[config.mk]
export PLATFORM = sky130hd
export DESIGN_NAME = controlador_contador_flat
export DESIGN_NICKNAME = d
export VERILOG_FILES = /design/src/rtl/controlador_contador_if.sv /design/src/rtl/controlador_contador.sv /design/src/flat_wrapper.sv
export SDC_FILE = /design/constraint.sdc
export NUM_CORES = 1
export LEC_CHECK = 0
export CAP_MARGIN = 15
export CELL_PAD_IN_SITES_DETAIL_PLACEMENT = 2
export CELL_PAD_IN_SITES_GLOBAL_PLACEMENT = 2
export CORE_MARGIN = 3
export CORE_UTILIZATION = 29
export CTS_CLUSTER_SIZE = 40
export DETAILED_ROUTE_END_ITERATION = 8
export PLACE_DENSITY_LB_ADDON = 0.05
export SETUP_SLACK_MARGIN = 0.2
export SYNTH_ARGS = -nofsm -noshare
export SYNTH_HDL_FRONTEND = slang
export SYNTH_SLANG_ARGS = --single-unit
[constraint.sdc]
create_clock -name clk -period 2.04 [get_ports clk]
set_input_delay 0.306 -clock clk [delete_from_list [all_inputs] [get_ports clk]]
set_output_delay 0.306 -clock clk [all_outputs]
set_load 0.02 [all_outputs]
[src/rtl/controlador_contador_if.sv]
// Control/status bundle between a host and the controlador_contador counter FSM.
// Latency: n/a (wires only). Backpressure: none; commands are plain levels/pulses.
// Ports: master = host (drives start/pausa/parar/modo/limite, reads status);
//        slave  = controller (the reverse). vueltas exists only with CONTROLADOR_VUELTAS_EN.
interface controlador_contador_if #(
    parameter int WIDTH = 4
);
    logic             start;
    logic             pausa;
    logic             parar;
    logic             modo;
    logic [WIDTH-1:0] limite;
    logic [WIDTH-1:0] cuenta;
    logic             ocupado;
    logic             fin;
    logic [1:0]       estado;
`ifdef CONTROLADOR_VUELTAS_EN
    logic [7:0]       vueltas;
`endif

    modport master (
`ifdef CONTROLADOR_VUELTAS_EN
        input  vueltas,
`endif
        output start, pausa, parar, modo, limite,
        input  cuenta, ocupado, fin, estado
    );

    modport slave (
`ifdef CONTROLADOR_VUELTAS_EN
        output vueltas,
`endif
        input  start, pausa, parar, modo, limite,
        output cuenta, ocupado, fin, estado
    );
endinterface

[src/rtl/controlador_contador.sv]
// FSM sequencing a modulo-(limit+1) up-counter with start/pause/stop, one-shot or continuous mode.
// Latency: start seen at edge k -> cuenta=0 after k; one-shot limit L -> fin pulse after edge k+L+1.
// Backpressure: none; parar > pausa > start priority, start honoured only when idle.
// Ports: clk, rst (async, active-high); bus (controlador_contador_if.slave):
//   start/pausa/parar/modo/limite in, cuenta/ocupado/fin/estado out.
// Optional macro CONTROLADOR_VUELTAS_EN adds bus.vueltas, a saturating 8-bit count of fin pulses.
module controlador_contador #(
    parameter int             WIDTH      = 4,
    parameter logic [WIDTH-1:0] LIMITE_DEF = WIDTH'(10)
) (
    input  logic                   clk,
    input  logic                   rst,
    controlador_contador_if.slave  bus
);
    typedef enum logic [1:0] {
        REPOSO   = 2'd0,
        CONTANDO = 2'd1,
        PAUSADO  = 2'd2,
        FIN      = 2'd3
    } estado_t;

    estado_t          estado_q, estado_d;
    logic [WIDTH-1:0] cuenta_q, cuenta_d;
    logic [WIDTH-1:0] lim_q,    lim_d;
    logic             modo_q,   modo_d;
    logic             fin_q,    fin_d;
`ifdef CONTROLADOR_VUELTAS_EN
    logic [7:0]       vueltas_q, vueltas_d;
`endif

    // All Q registers live here; the next values come purely from Q state and inputs.
    always_ff @(posedge clk or posedge rst) begin
        if (rst) begin
            estado_q  <= REPOSO;
            cuenta_q  <= '0;
            lim_q     <= LIMITE_DEF;
            modo_q    <= 1'b0;
            fin_q     <= 1'b0;
`ifdef CONTROLADOR_VUELTAS_EN
            vueltas_q <= 8'd0;
`endif
        end else begin
            estado_q  <= estado_d;
            cuenta_q  <= cuenta_d;
            lim_q     <= lim_d;
            modo_q    <= modo_d;
            fin_q     <= fin_d;
`ifdef CONTROLADOR_VUELTAS_EN
            vueltas_q <= vueltas_d;
`endif
        end
    end

    // Next-state / next-count logic.
    always_comb begin
        estado_d  = estado_q;
        cuenta_d  = cuenta_q;
        lim_d     = lim_q;
        modo_d    = modo_q;
        fin_d     = 1'b0;       // fin is a single-cycle pulse unless re-armed below
`ifdef CONTROLADOR_VUELTAS_EN
        vueltas_d = vueltas_q;
`endif
        if (bus.parar) begin
            // Stop wins over everything, from any state.
            estado_d  = REPOSO;
            cuenta_d  = '0;
`ifdef CONTROLADOR_VUELTAS_EN
            vueltas_d = 8'd0;
`endif
        end else begin
            unique case (estado_q)
                REPOSO: begin
                    if (bus.start) begin
                        estado_d  = CONTANDO;
                        lim_d     = bus.limite;
                        modo_d    = bus.modo;
                        cuenta_d  = '0;
`ifdef CONTROLADOR_VUELTAS_EN
                        vueltas_d = 8'd0;
`endif
                    end
                end
                CONTANDO: begin
                    if (bus.pausa) begin
                        estado_d = PAUSADO;
                    end else if (cuenta_q == lim_q) begin
                        fin_d = 1'b1;
`ifdef CONTROLADOR_VUELTAS_EN
                        if (vueltas_q != 8'hFF) vueltas_d = vueltas_q + 8'd1;
`endif
                        if (modo_q) cuenta_d = '0;
                        else        estado_d = FIN;   // one-shot holds the limit value
                    end else begin
                        // Cannot overflow: the wrap happens at lim_q <= 2^WIDTH-1.
                        cuenta_d = cuenta_q + 1'b1;
                    end
                end
                PAUSADO: begin
                    // Resume costs one edge; the next increment happens one edge later.
                    if (!bus.pausa) estado_d = CONTANDO;
                end
                FIN: begin
                    estado_d = REPOSO;
                end
                default: begin
                    estado_d = REPOSO;
                end
            endcase
        end
    end

    // Outputs are decoded from registered state only.
    always_comb begin
        bus.cuenta  = cuenta_q;
        bus.fin     = fin_q;
        bus.estado  = estado_q;
        bus.ocupado = (estado_q == CONTANDO) || (estado_q == PAUSADO);
`ifdef CONTROLADOR_VUELTAS_EN
        bus.vueltas = vueltas_q;
`endif
    end
endmodule
[src/flat_wrapper.sv]
// flat-port wrapper written by rule: the top's interface ports become plain ports
module controlador_contador_flat 
#(
    parameter int             WIDTH      = 4,
    parameter logic [WIDTH-1:0] LIMITE_DEF = WIDTH'(10)
)
  (clk, rst, bus_start, bus_pausa, bus_parar, bus_modo, bus_limite, bus_cuenta, bus_ocupado, bus_fin, bus_estado);
  controlador_contador_if #(.WIDTH(WIDTH)) bus_i ();
  input  logic clk;
  input  logic rst;
  input wire logic [$bits(bus_i.start)-1:0] bus_start;
  input wire logic [$bits(bus_i.pausa)-1:0] bus_pausa;
  input wire logic [$bits(bus_i.parar)-1:0] bus_parar;
  input wire logic [$bits(bus_i.modo)-1:0] bus_modo;
  input wire logic [$bits(bus_i.limite)-1:0] bus_limite;
  output wire logic [$bits(bus_i.cuenta)-1:0] bus_cuenta;
  output wire logic [$bits(bus_i.ocupado)-1:0] bus_ocupado;
  output wire logic [$bits(bus_i.fin)-1:0] bus_fin;
  output wire logic [$bits(bus_i.estado)-1:0] bus_estado;
  assign bus_i.start = bus_start;
  assign bus_i.pausa = bus_pausa;
  assign bus_i.parar = bus_parar;
  assign bus_i.modo = bus_modo;
  assign bus_i.limite = bus_limite;
  assign bus_cuenta = bus_i.cuenta;
  assign bus_ocupado = bus_i.ocupado;
  assign bus_fin = bus_i.fin;
  assign bus_estado = bus_i.estado;
  controlador_contador #(.WIDTH(WIDTH), .LIMITE_DEF(LIMITE_DEF)) u_core (.clk(clk), .rst(rst), .bus(bus_i));
endmodule
* Word-level counts from Yosys, hierarchy flattened *
Index checks and enable logic that the tools add are counted.

word-level totals
  flip-flop bits (word level) = 12
  input port bits = 10

operators by class
  $add $sub $neg = 1
  equal/unequal tests = 10
  mux-type cells = 17
  bitwise logic cells = 1
  reduce and logical (&&, ||, !) cells = 6

operators with widths
  cell                   count
  $mux W4                5
  $mux W2                6
  $ne A3 B3 Y1 const B   3
  $ne A4 B3 Y1 const B   2
  $pmux W2 S4            1
  $pmux W4 S2            1
  $reduce_and A4 Y1      2
  $add A4 B1 Y4 const B  1
  $eq A2 B2 Y1 const B   2
  $eq A4 B4 Y1           1
  $mux W1                4
  $ne A4 B4 Y1 const B   1
  $reduce_and A3 Y1      1
  $reduce_bool A3 Y1     1
  $eq A2 B1 Y1 const B   1
  $logic_not A2 Y1       1
  $logic_or A1 B1 Y1     1
  $not A1 Y1             1

* Depth between registers and ports, before layout *
  depth after elaboration = 5
  depth in mapped cells = 6

* Worst setup path before layout *
No wires, ideal clock.

  path type = register -> register
  start = register u_core.estado_q[1] (netlist: u_core.bus.estado[1])
  end = register u_core.cuenta_q[3] (netlist: u_core.bus.cuenta[3])
  setup time = 80 ps
  arrival time = 1676 ps
  required time = 1960 ps
  slack = 283 ps
  stages on the path, launching flop included = 7
  path buffers = 0
  clock period less this slack = 1757 ps
  cells stage by stage = dfrtp_1 > inv_1 > ha_1 > nand2b_1 > a41oi_2 > or4b_1 > o211ai_2

on the way
  cells in the longest elaborated chain, start to end = 3

RTL lines
  element                                                               RTL line                    text
  start: declaration                                                    controlador_contador.sv:22  estado_t estado_q, estado_d;
  start signal: assignment                                              controlador_contador.sv:43  estado_q <= estado_d;
  $eq A2 B1 Y1 / $logic_not A2 Y1 (equally long branches)               controlador_contador.sv:72  unique case (estado_q)
  $ne A4 B3 Y1 (no source line), or another cell as far along           n/a
  $reduce_and A4 Y1 (no source line) / $mux W4 (equally long branches)  n/a
  end signal: assignment                                                controlador_contador.sv:44  cuenta_q <= cuenta_d;
  end: declaration                                                      controlador_contador.sv:23  logic [WIDTH-1:0] cuenta_q, cuenta_d;

Parallel ways exist; a longest one is shown, timed or not.
A chain may end at the register's enable or synchronous reset.

* Final worst setup path *
  start = register u_core.estado_q[0] (netlist: u_core.bus.estado[0])
  end = register u_core.cuenta_q[3] (netlist: u_core.bus.cuenta[3])

The elaborated chain is that of the path after synthesis.

==> flow_summary.json <==
{
  "grt_max_degree": 13,
  "number_of_violations_reported_at_the_end_of_detailed_routing_iteration_0": 6,
  "route.detailed.drc": 0,
  "final_net_count": 109,
  "drv.max_cap_violation_count": 0,
  "globalRouteTotalUtil": 0.131,
  "synth-warning-count": 0,
  "leakage_uw": 0.000421,
  "clock_power_share": 0.222,
  "status": "complete, no violations",
  "report.final.slew_viol_count": 0,
  "vias_per_cell": 4.95,
  "placed_insts": 117,
  "stdcell_count": 121,
  "shortest_period_the_worst_path_allows_ns": 1.75,
  "finClkSkew_ns": 0.00298,
  "clock_insertion_delay_worst_skew_ns": 0.28,
  "crit_path_start_kind": "flop",
  "synth_seq_area_share": 0.410,
  "p_seq_frac": 0.377,
  "die-height_um": 56.5,
  "reg2reg_depth": 6,
  "ys_dominant_reg_cell": "sky130_fd_sc_hd__dfrtp_1",
  "cts.htree.levels": 1,
  "diodes": 0,
  "arrival_ns": 1.96,
  "power-per-cell-area_nw_per_um2": 870,
  "clock_tree.buffer_depth": 2,
  "regToRegEndpoint": "u_core.bus.cuenta[3]",
  "internal_power_uw": 578,
  "cts.root.buffer_cell": "sky130_fd_sc_hd__clkbuf_4",
  "timing.setup.critical_path_class": "reg -> reg",
  "area_delta_synth_final_pct": 41.4,
  "detailedPlacementHpwl_mm": 1.50,
  "antenna_found_initial": 0,
  "setup_total_negative_slack_ns": 0,
  "globalplace.congestion": 0.734,
  "power_frac_comb": 0.401,
  "holdCritPathClass": "in -> async",
  "grt_pass1_wl_mm": 3.17,
  "critPathLaunch": "u_core.bus.estado[0]",
  "vdd_drop_max_v": 0.000501,
  "net-switching-power_uw": 330,
  "critical_path.endpoint_type": "flop",
  "detailroute.via_count": 599,
  "grt_overflow": 0,
  "final_layout_size_suffix_gt1_frac": 0.226,
  "fp.coreArea_um2": 2320,
  "wl_per_cell_um": 15.2,
  "hold_ws_ns": 0.328,
  "slew_headroom": 0.686,
  "floorplan.rows": 17,
  "design.die.area_um2": 3190,
  "clock.fmax_mhz": 572,
  "chipWidth_um": 56.5,
  "post_synthesis_register_bit_count": 12,
  "sw_frac_of_total": 0.363,
  "worst_setup_hold_path_clk_slew_ns": 0.09,
  "cts_tree": "built",
  "setup.reg_to_reg.worst_slack_ns": 0.29,
  "vias_in_the_first_global_route": 645,
  "start_util": 0.318,
  "hold_viol_final": 0,
  "drtPass1Iterations": 3,
  "routed_wl_mm": 1.84,
  "worstPathRequired_ns": 2.25,
  "avgSynthCellArea_um2": 10.5,
  "io_buffer_count": 17,
  "io-pin-count": 18,
  "layout_worst_path_cycle_share": 0.857,
  "max_slew.worst_pin.slew_ns": 0.471,
  "crit-reg2reg-launch": "u_core.bus.estado[0]",
  "n_fill_cell": 250,
  "clkSinkCount": 12,
  "synth_enable_flop_cells": 0,
  "cts_inserted_buffers": 3,
  "worstPathMaxFanout": 5,
  "synth_cells": 70,
  "number_of_distinct_library_cells_after_synthesis": 28,
  "async_flop_share": 1.00,
  "final-setup-viol-count": 0,
  "final_ant_viol_nets": 0,
  "grt_setup_unrepaired": "no",
  "cell_area_after_synthesis_um2": 738,
  "syn_nets": 85
}
-- per-stage QoR --
stage / power, uW / utilization / worst slack, ns / cell area (um^2)
after floorplan: 558 / - / 0.283 / 738
after global placement: 667 / 0.413 / 0.184 / 958
after detailed placement: 677 / 0.413 / 0.146 / 958
after CTS: 878 / 0.430 / 0.212 / 996
after global routing: 981 / 0.450 / 0.197 / 1040
final: 908 / 0.450 / 0.293 / 1040
-- metal layers --
metal	GRT usage	wire, um	vias up
met2	0.180	851	9
met4	0.0508	17	0
met3	0.0276	69	2
li1	-	-	297
met5	0	0	-
met1	0.195	905	291
-- layout make-up --
class / count / area [um^2] / share of cell area
multi-input combinational: 49 / 450 / 0.432
timing repair buffer: 19 / 184 / 0.176
tap: 28 / 35.0 / 0.0336
sequential: 12 / 304 / 0.291
clock buffer: 4 / 36.3 / 0.0348
inverter: 9 / 33.8 / 0.0324
-- cell usage after synthesis, drive strengths merged, types with 2 or more instances --
cell    number  area (um^2)
inv          9         33.8
xnor2        4         35.0
ha           5         62.6
dfstp        2         52.6
mux2i        3         30.0
nand2b       3         18.8
o21ai        3         15.0
a21oi        2         10.0
nand3        4         20.0
dfrtp       10          250
mux2         5         56.3
nand2        2         7.51
a31oi        3         18.8
a21boi       2         15.0
-- worst max path at each step --
stage,cells past startpoint,slack (ns),endpoint
2_1_floorplan,6,0.28,u_core.bus.cuenta[3]
3_5_place_dp,5,0.15,u_core.bus.cuenta[3]
4_1_cts,6,0.21,u_core.bus.cuenta[3]
6_report,6,0.29,u_core.bus.cuenta[3]
3_3_place_gp,5,0.18,u_core.bus.cuenta[3]
5_1_grt,6,0.20,u_core.bus.cuenta[3]
-- registers in the layout (all words and copies together), names as in the netlist --
signal,flops
u_core.lim_q,4
u_core.bus.estado,2
u_core.bus.fin,1
u_core.bus.cuenta,4
u_core.modo_q,1
-- what timing repair did --
item	in CTS	in global routing
endpoints found under the hold margin	0	0
resized for setup	2	8
endpoints found under the setup margin	2	7
hold buffers	0	0
buffers inserted	0	0
-- cell families (layout without fill, tap and decap cells) --
family	count (synthesis)	in the layout	share of synthesized area
AND/OR/NAND/NOR	16	16	0.127
adder cells (fa/ha/maj)	5	5	0.0847
flip-flops	12	12	0.410
multiplexers	8	8	0.117
buffers and inverters	9	32	0.0458
XOR/XNOR	4	4	0.0475
AO/OA/AOI/OAI	16	16	0.168
-- cell usage in the layout, fill, tap and decap left out --
master / n
sky130_fd_sc_hd__a21oi_1: 2
sky130_fd_sc_hd__a31oi_1: 1
sky130_fd_sc_hd__or2_1: 1
sky130_fd_sc_hd__dfrtp_1: 9
sky130_fd_sc_hd__clkbuf_8: 1
sky130_fd_sc_hd__mux2_2: 5
sky130_fd_sc_hd__or4b_1: 1
sky130_fd_sc_hd__o21ai_0: 3
sky130_fd_sc_hd__buf_4: 2
sky130_fd_sc_hd__dfrtp_2: 1
sky130_fd_sc_hd__or2b_1: 1
sky130_fd_sc_hd__clkbuf_4: 3
sky130_fd_sc_hd__dlygate4sd2_1: 1
sky130_fd_sc_hd__a311oi_1: 1
sky130_fd_sc_hd__a21boi_1: 1
sky130_fd_sc_hd__mux2i_1: 3
sky130_fd_sc_hd__xnor2_1: 4
sky130_fd_sc_hd__nand2b_1: 3
sky130_fd_sc_hd__nand2_1: 2
sky130_fd_sc_hd__nor3_1: 1
sky130_fd_sc_hd__a41oi_4: 1
sky130_fd_sc_hd__o211ai_2: 1
sky130_fd_sc_hd__ha_1: 3
sky130_fd_sc_hd__nor2_1: 1
sky130_fd_sc_hd__o2bb2ai_1: 1
sky130_fd_sc_hd__a31oi_2: 2
sky130_fd_sc_hd__nand3_1: 4
sky130_fd_sc_hd__dfstp_2: 2
sky130_fd_sc_hd__a211o_1: 1
sky130_fd_sc_hd__nand4_1: 1
sky130_fd_sc_hd__clkdlybuf4s50_1: 16
sky130_fd_sc_hd__and4_1: 1
sky130_fd_sc_hd__a21boi_0: 1
sky130_fd_sc_hd__inv_2: 1
sky130_fd_sc_hd__inv_1: 8
sky130_fd_sc_hd__ha_4: 2
sky130_fd_sc_hd__a32o_1: 1
-- power groups by stage --
stage | registers (uW) | clock network (uW) | logic, uW
2_1_floorplan | 350 | 0 | 208
3_3_place_gp | 342 | 0 | 325
3_5_place_dp | 345 | 0 | 332
4_1_cts | 341 | 207 | 330
5_1_grt | 353 | 221 | 407
6_report | 342 | 201 | 365
-- critical path, stage by stage, from the launching register on --
cell                       delay [ns]
sky130_fd_sc_hd__dfrtp_2         0.46
sky130_fd_sc_hd__inv_1           0.15
sky130_fd_sc_hd__ha_4            0.19
sky130_fd_sc_hd__or2_1           0.11
sky130_fd_sc_hd__a31oi_2         0.13
sky130_fd_sc_hd__or4b_1          0.55
sky130_fd_sc_hd__o211ai_2        0.09
No activity file was read; power rests on OpenSTA's default activity.
